$ cat src/rtl/dmem_responder_if.sv
// Data-port bundle between the core (master, holds request until ack) and the responder (slave).
interface dmem_responder_if;
  logic        req;
  logic        we;
  logic        store_byte;
  logic [31:0] addr;
  logic [31:0] wd;
  logic        ack;
  logic [31:0] rdata;
  logic        busy;
  logic        err;

  modport master (output req, we, store_byte, addr, wd, input ack, rdata, busy, err);
  modport slave  (input req, we, store_byte, addr, wd, output ack, rdata, busy, err);
endinterface

$ cat src/rtl/dmem_responder.sv
// Multi-cycle data-memory target: ack after LATENCY+1 cycles (word) or LATENCY+2 (byte RMW); one request at a time.
// Define DMEM_RESP_ERR_EN to drop out-of-range accesses and flag err; otherwise the word index wraps.
module dmem_responder #(
  parameter int DEPTH   = 64,
  parameter int LATENCY = 2
) (
  input  logic clk,
  input  logic reset,
  dmem_responder_if.slave bus
);
  localparam int AW = $clog2(DEPTH);

  typedef enum logic [1:0] {IDLE, WAIT, MERGE, DONE} state_t;

  state_t      state_q, state_d;
  logic [3:0]  cnt_q, cnt_d;
  logic        we_q, we_d;
  logic        sb_q, sb_d;
  logic [31:0] addr_q, addr_d;
  logic [31:0] wd_q, wd_d;
  logic [31:0] merge_q, merge_d;
  logic [31:0] rdata_q, rdata_d;
  logic        ack_q, ack_d;
  logic        err_q, err_d;
  logic        busy_q, busy_d;

  logic [31:0] mem [DEPTH];
  logic [AW-1:0] idx;
  logic [31:0] rd_word;
  logic [31:0] merged;
  logic        oor;
  logic        mem_we;
  logic [31:0] mem_wdat;

  assign idx     = addr_q[AW+1:2];
  assign rd_word = mem[idx];

`ifdef DMEM_RESP_ERR_EN
  assign oor = (addr_q[31:2] >= 30'(DEPTH));
`else
  logic unused_hi;
  assign oor       = 1'b0;
  assign unused_hi = ^addr_q[31:AW+2];
`endif

  // Big-endian lanes: byte offset 0 is the most significant byte.
  always_comb begin
    merged = merge_q;
    case (addr_q[1:0])
      2'd0:    merged[31:24] = wd_q[7:0];
      2'd1:    merged[23:16] = wd_q[7:0];
      2'd2:    merged[15:8]  = wd_q[7:0];
      default: merged[7:0]   = wd_q[7:0];
    endcase
  end

  always_comb begin
    state_d  = state_q;
    cnt_d    = cnt_q;
    we_d     = we_q;
    sb_d     = sb_q;
    addr_d   = addr_q;
    wd_d     = wd_q;
    merge_d  = merge_q;
    rdata_d  = rdata_q;
    mem_we   = 1'b0;
    mem_wdat = wd_q;
    case (state_q)
      IDLE: begin
        if (bus.req) begin
          we_d    = bus.we;
          sb_d    = bus.we & bus.store_byte;
          addr_d  = bus.addr;
          wd_d    = bus.wd;
          cnt_d   = 4'(LATENCY - 1);
          state_d = WAIT;
        end
      end
      WAIT: begin
        if (cnt_q == 4'd0) begin
          if (!we_q) begin
            rdata_d = oor ? 32'h0 : rd_word;
            state_d = DONE;
          end else if (sb_q) begin
            merge_d = rd_word;
            state_d = MERGE;
          end else begin
            mem_we  = ~oor;
            state_d = DONE;
          end
        end else begin
          cnt_d = cnt_q - 4'd1;
        end
      end
      MERGE: begin
        mem_we   = ~oor;
        mem_wdat = merged;
        state_d  = DONE;
      end
      default: state_d = IDLE;
    endcase
    ack_d  = (state_d == DONE);
    err_d  = ack_d & oor;
    busy_d = (state_d != IDLE);
  end

  always_ff @(posedge clk or posedge reset) begin
    if (reset) begin
      state_q <= IDLE;
      cnt_q   <= 4'd0;
      we_q    <= 1'b0;
      sb_q    <= 1'b0;
      addr_q  <= 32'h0;
      wd_q    <= 32'h0;
      merge_q <= 32'h0;
      rdata_q <= 32'h0;
      ack_q   <= 1'b0;
      err_q   <= 1'b0;
      busy_q  <= 1'b0;
    end else begin
      state_q <= state_d;
      cnt_q   <= cnt_d;
      we_q    <= we_d;
      sb_q    <= sb_d;
      addr_q  <= addr_d;
      wd_q    <= wd_d;
      merge_q <= merge_d;
      rdata_q <= rdata_d;
      ack_q   <= ack_d;
      err_q   <= err_d;
      busy_q  <= busy_d;
    end
  end

  // RAM is not reset; an async reset forces state_q to IDLE, which kills any pending write.
  always_ff @(posedge clk) begin
    if (mem_we && !reset) mem[idx] <= mem_wdat;
  end

  assign bus.ack   = ack_q;
  assign bus.rdata = rdata_q;
  assign bus.busy  = busy_q;
  assign bus.err   = err_q;
endmodule

$ cat src/flat_wrapper.sv
// flat-port wrapper written by rule: the top's interface ports become plain ports
module dmem_responder_flat 
#(
  parameter int DEPTH   = 64,
  parameter int LATENCY = 2
)
  (clk, reset, bus_req, bus_we, bus_store_byte, bus_addr, bus_wd, bus_ack, bus_rdata, bus_busy, bus_err);
  dmem_responder_if bus_i ();
  input  logic clk;
  input  logic reset;
  input wire logic [$bits(bus_i.req)-1:0] bus_req;
  input wire logic [$bits(bus_i.we)-1:0] bus_we;
  input wire logic [$bits(bus_i.store_byte)-1:0] bus_store_byte;
  input wire logic [$bits(bus_i.addr)-1:0] bus_addr;
  input wire logic [$bits(bus_i.wd)-1:0] bus_wd;
  output wire logic [$bits(bus_i.ack)-1:0] bus_ack;
  output wire logic [$bits(bus_i.rdata)-1:0] bus_rdata;
  output wire logic [$bits(bus_i.busy)-1:0] bus_busy;
  output wire logic [$bits(bus_i.err)-1:0] bus_err;
  assign bus_i.req = bus_req;
  assign bus_i.we = bus_we;
  assign bus_i.store_byte = bus_store_byte;
  assign bus_i.addr = bus_addr;
  assign bus_i.wd = bus_wd;
  assign bus_ack = bus_i.ack;
  assign bus_rdata = bus_i.rdata;
  assign bus_busy = bus_i.busy;
  assign bus_err = bus_i.err;
  dmem_responder #(.DEPTH(DEPTH), .LATENCY(LATENCY)) u_core (.clk(clk), .reset(reset), .bus(bus_i));
endmodule
$ cat config.mk
export PLATFORM = sky130hd
export DESIGN_NAME = dmem_responder_flat
export DESIGN_NICKNAME = d
export VERILOG_FILES = /design/src/rtl/dmem_responder_if.sv /design/src/rtl/dmem_responder.sv /design/src/flat_wrapper.sv
export SDC_FILE = /design/constraint.sdc
export NUM_CORES = 2
export LEC_CHECK = 0
export BUFFER_PORTS_ARGS = -buffer_cell sky130_fd_sc_hd__buf_2
export CAP_MARGIN = 30
export CORE_ASPECT_RATIO = 1.2
export CORE_MARGIN = 8
export CORE_UTILIZATION = 27
export DETAILED_ROUTE_END_ITERATION = 10
export GPL_TIMING_DRIVEN = 0
export PLACE_DENSITY = 0.53
export SYNTH_ARGS = -nofsm -noshare
export SYNTH_HDL_FRONTEND = slang
export SYNTH_SLANG_ARGS = --single-unit
$ cat constraint.sdc
create_clock -name clk -period 11.86 [get_ports clk]
set_input_delay 2.372 -clock clk [delete_from_list [all_inputs] [get_ports clk]]
set_output_delay 2.372 -clock clk [all_outputs]
set_load 0.02 [all_outputs]
==> flow_summary.json <==
{
  "status": "finished, final reports clean",
  "grt_util_all_layers": 0.154,
  "fmax_mhz": 207,
  "rsz0062_at_grt": "false",
  "setup_tns_ps": 0,
  "required_ps": 12400,
  "synth_nets": 4777,
  "nNetsFinal": 5208,
  "clk_latency_ps": 860,
  "syn_area_sq_mm": 0.0839,
  "critical_path_buf_inv_count": 7,
  "ys_seq_elements": 2162,
  "dieArea_sq_mm": 0.329,
  "start_util": 0.271,
  "synthTopCellsByArea": "edfxtp_1 (73%), mux2i_1 (7.6%), dfrtp_1 (3.4%), mux4_2 (3.3%), a221o_1 (1.5%)",
  "gp_congestion": 0.893,
  "cellPowerDensity_mw_per_mm2": 273,
  "cts_buffers": 209,
  "drc": 0,
  "coreArea_sq_mm": 0.310,
  "area_growth_pct": 18.9,
  "fin_worst_skew_ps": 66.1,
  "synth-simple-area-share": 0.0299,
  "rows": 224,
  "synth_warnings": 0,
  "ant_nets": 0,
  "p_leak_nw": 32.9,
  "vias_per_cell": 4.98,
  "crit_path_start_kind": "flip-flop",
  "postLayoutCellArea_sq_mm": 0.0998,
  "first_pass_iters": 6,
  "crit_type": "reg -> reg",
  "synth_xor_area_frac": 0,
  "synthArstFlopShare": 0.0527,
  "cts.path.max_buffers": 4,
  "irDropWorstVdd_v": 0.000221,
  "cp_cell_sequence": "buf_6 > buf_6 > nor2_2 > buf_2 > buf_2 > buf_1 > nand2_1 > buf_16 > nor2_4 > buf_16",
  "critical_path.top_delay_family": "buffers and inverters",
  "post-cts-setup-buffers": 0,
  "pre_cts_ws_ps": 6650,
  "synth_top_family_by_area": "multiplexers",
  "slew_violations": 0,
  "maxSlewHeadroom": 0.297,
  "setup_viol": 0,
  "cts.reportedPaths.clkPinSlew_ps": 70,
  "muxShareOfSynthArea": 0.117,
  "drive_gt1_frac": 0.182,
  "synth_fa_ha_area_frac": 0.000895,
  "tightest_slew_ps": 1050,
  "drtIter0Drc": 4947,
  "antenna_found_initial": 13,
  "fin_util": 0.322,
  "cp-startpoint": "u_core.addr_q[3]",
  "slowest_stage": "nor2_4",
  "maxCapViolations": 0,
  "layout_setup_ws_ps": 7020,
  "routed_wl_mm": 265,
  "synth.avg_cell_area_sq_um": 17.8,
  "vias": 46700,
  "cts_tree": "yes",
  "grt_pass1_vias": 46800,
  "reg2reg_from": "u_core.addr_q[3]",
  "post-route-period-util": 0.408,
  "synth_ff_type": "edfxtp_1",
  "cts_root_buffer": "clkbuf_16",
  "synthTopCellsByCount": "edfxtp_1 (2,048), mux2i_1 (635), a21oi_1 (214)",
  "seq_area_frac_synth": 0.767,
  "yosysMostFrequentCell": "edfxtp_1",
  "ios": 104,
  "holdBufCountCts": 0,
  "cpPeakStageDelay_ps": 700,
  "wl_per_cell_microns": 28.3,
  "end_kind": "flip-flop",
  "finalPower_mw": 27.3,
  "grt_pass1_wl_mm": 366,
  "synth_top_area_cell": "edfxtp_1",
  "fin_crit_ps": 4840,
  "clock-sinks": 2162,
  "cts-resized-gates": 0,
  "synth_cells": 4702,
  "synth_compound_area_frac": 0.0645,
  "cp_max_fo": 19,
  "dieHeight_microns": 627,
  "synthDistinctLibCells": 49,
  "place_area_sq_mm": 0.0931,
  "grt_max_degree": 98,
  "hp-class": "reg -> reg",
  "post-dp-hpwl_mm": 183,
  "crit_arrival_ps": 5370,
  "gr-total-overflow": 0,
  "min-delay-start": "u_core.sb_q",
  "yosysTopAreaCellShare": 0.733,
  "die_width_microns": 525,
  "hold_violations": 0,
  "synth-edff-count": 2048,
  "htreeDepth": 4,
  "io_buffers": 78
}
report_power, final:
part | total, mW | switching, mW | internal [mW]
combinational | 10.4 | 7.36 | 3.06
clock | 6.55 | 2.86 | 3.70
sequential | 10.3 | 0.208 | 10.1
total | 27.3 | 10.4 | 16.8
cells in the final DEF (no fill, tap or decap), types with 30 or more instances in the layout:
cell type and count:
a21oi_1 190, a221o_1 126, a22oi_1 135, a31oi_1 54, buf_12 90, buf_16 38
buf_2 206, buf_4 34, clkbuf_1 145, clkbuf_16 213, clkinv_1 50, clkinv_2 36
dfrtp_1 114, edfxtp_1 2048, inv_1 60, mux2_2 53, mux2i_1 635, mux4_2 124
nand2_1 195, nand3_1 122, nor2_1 120, nor2_4 64, nor3_1 30, o22ai_1 158
o32ai_1 52
kinds of logic after synthesis:
kind of cell | Yosys count
AOI/OAI and AO/OA | 776
adders and majority gates | 6
buffers and inverters | 361
DFF | 2162
muxes | 819
other | 1
and+or+nand+nor | 577
layer usage:
metal / part of all wire / vias to the layer above / global-route usage
met5: 0 / - / 0
met2: 0.49 / 1847 / 0.267
li1: - / 19800 / -
met3: 0.066 / 499 / 0.0237
met1: 0.38 / 24500 / 0.185
met4: 0.059 / 0 / 0.0801
state kept, by name, summed over array words and instances (netlist names):
name	flops
u_core.mem	2048
u_core.bus.rdata	32
u_core.merge_q	32
u_core.wd_q	32
u_core.addr_q	8
u_core.cnt_q	4
u_core.state_q	2
u_core.bus.ack	1
u_core.bus.busy	1
u_core.sb_q	1
u_core.we_q	1
area by class of cell:
| cell class | count | area, sq um |
|---|---|---|
| Antenna cell | 3 | 7.51 |
| Buffer | 299 | 1490 |
| Clock buffer | 260 | 5590 |
| Clock inverter | 115 | 993 |
| Fill cell | 29600 | 210000 |
| Inverter | 62 | 238 |
| Multi-Input combinational cell | 2179 | 18600 |
| Sequential cell | 2162 | 64400 |
| Tap cell | 4068 | 5090 |
| Timing Repair Buffer | 220 | 3430 |
stage by stage:
step,hold WS [ps],instances
floorplan,470,4702
global placement,489,8848
detailed placement,496,8984
CTS,519,9359
global route,533,9366
finish,520,9368
final timing paths:
kind / cells after the start / slack (ps) / end
max: 10 / 7020 / u_core.mem[56][11]
min: 2 / 520 / u_core.sb_q
max reg2reg: 10 / 7020 / u_core.mem[56][11]
min reg2reg: 2 / 520 / u_core.sb_q
max in group asynchronous: 3 / 9520 / u_core.bus.rdata[22]
min in group asynchronous: 2 / 1550 / u_core.addr_q[2]
worst reg2reg max path, delay by kind of cell (launching register included):
kind          cells  cell delay, ps
buf+inv           7            2550
simple gates      3            1590
flops             1             380
(Power assumes the default switching activity.)
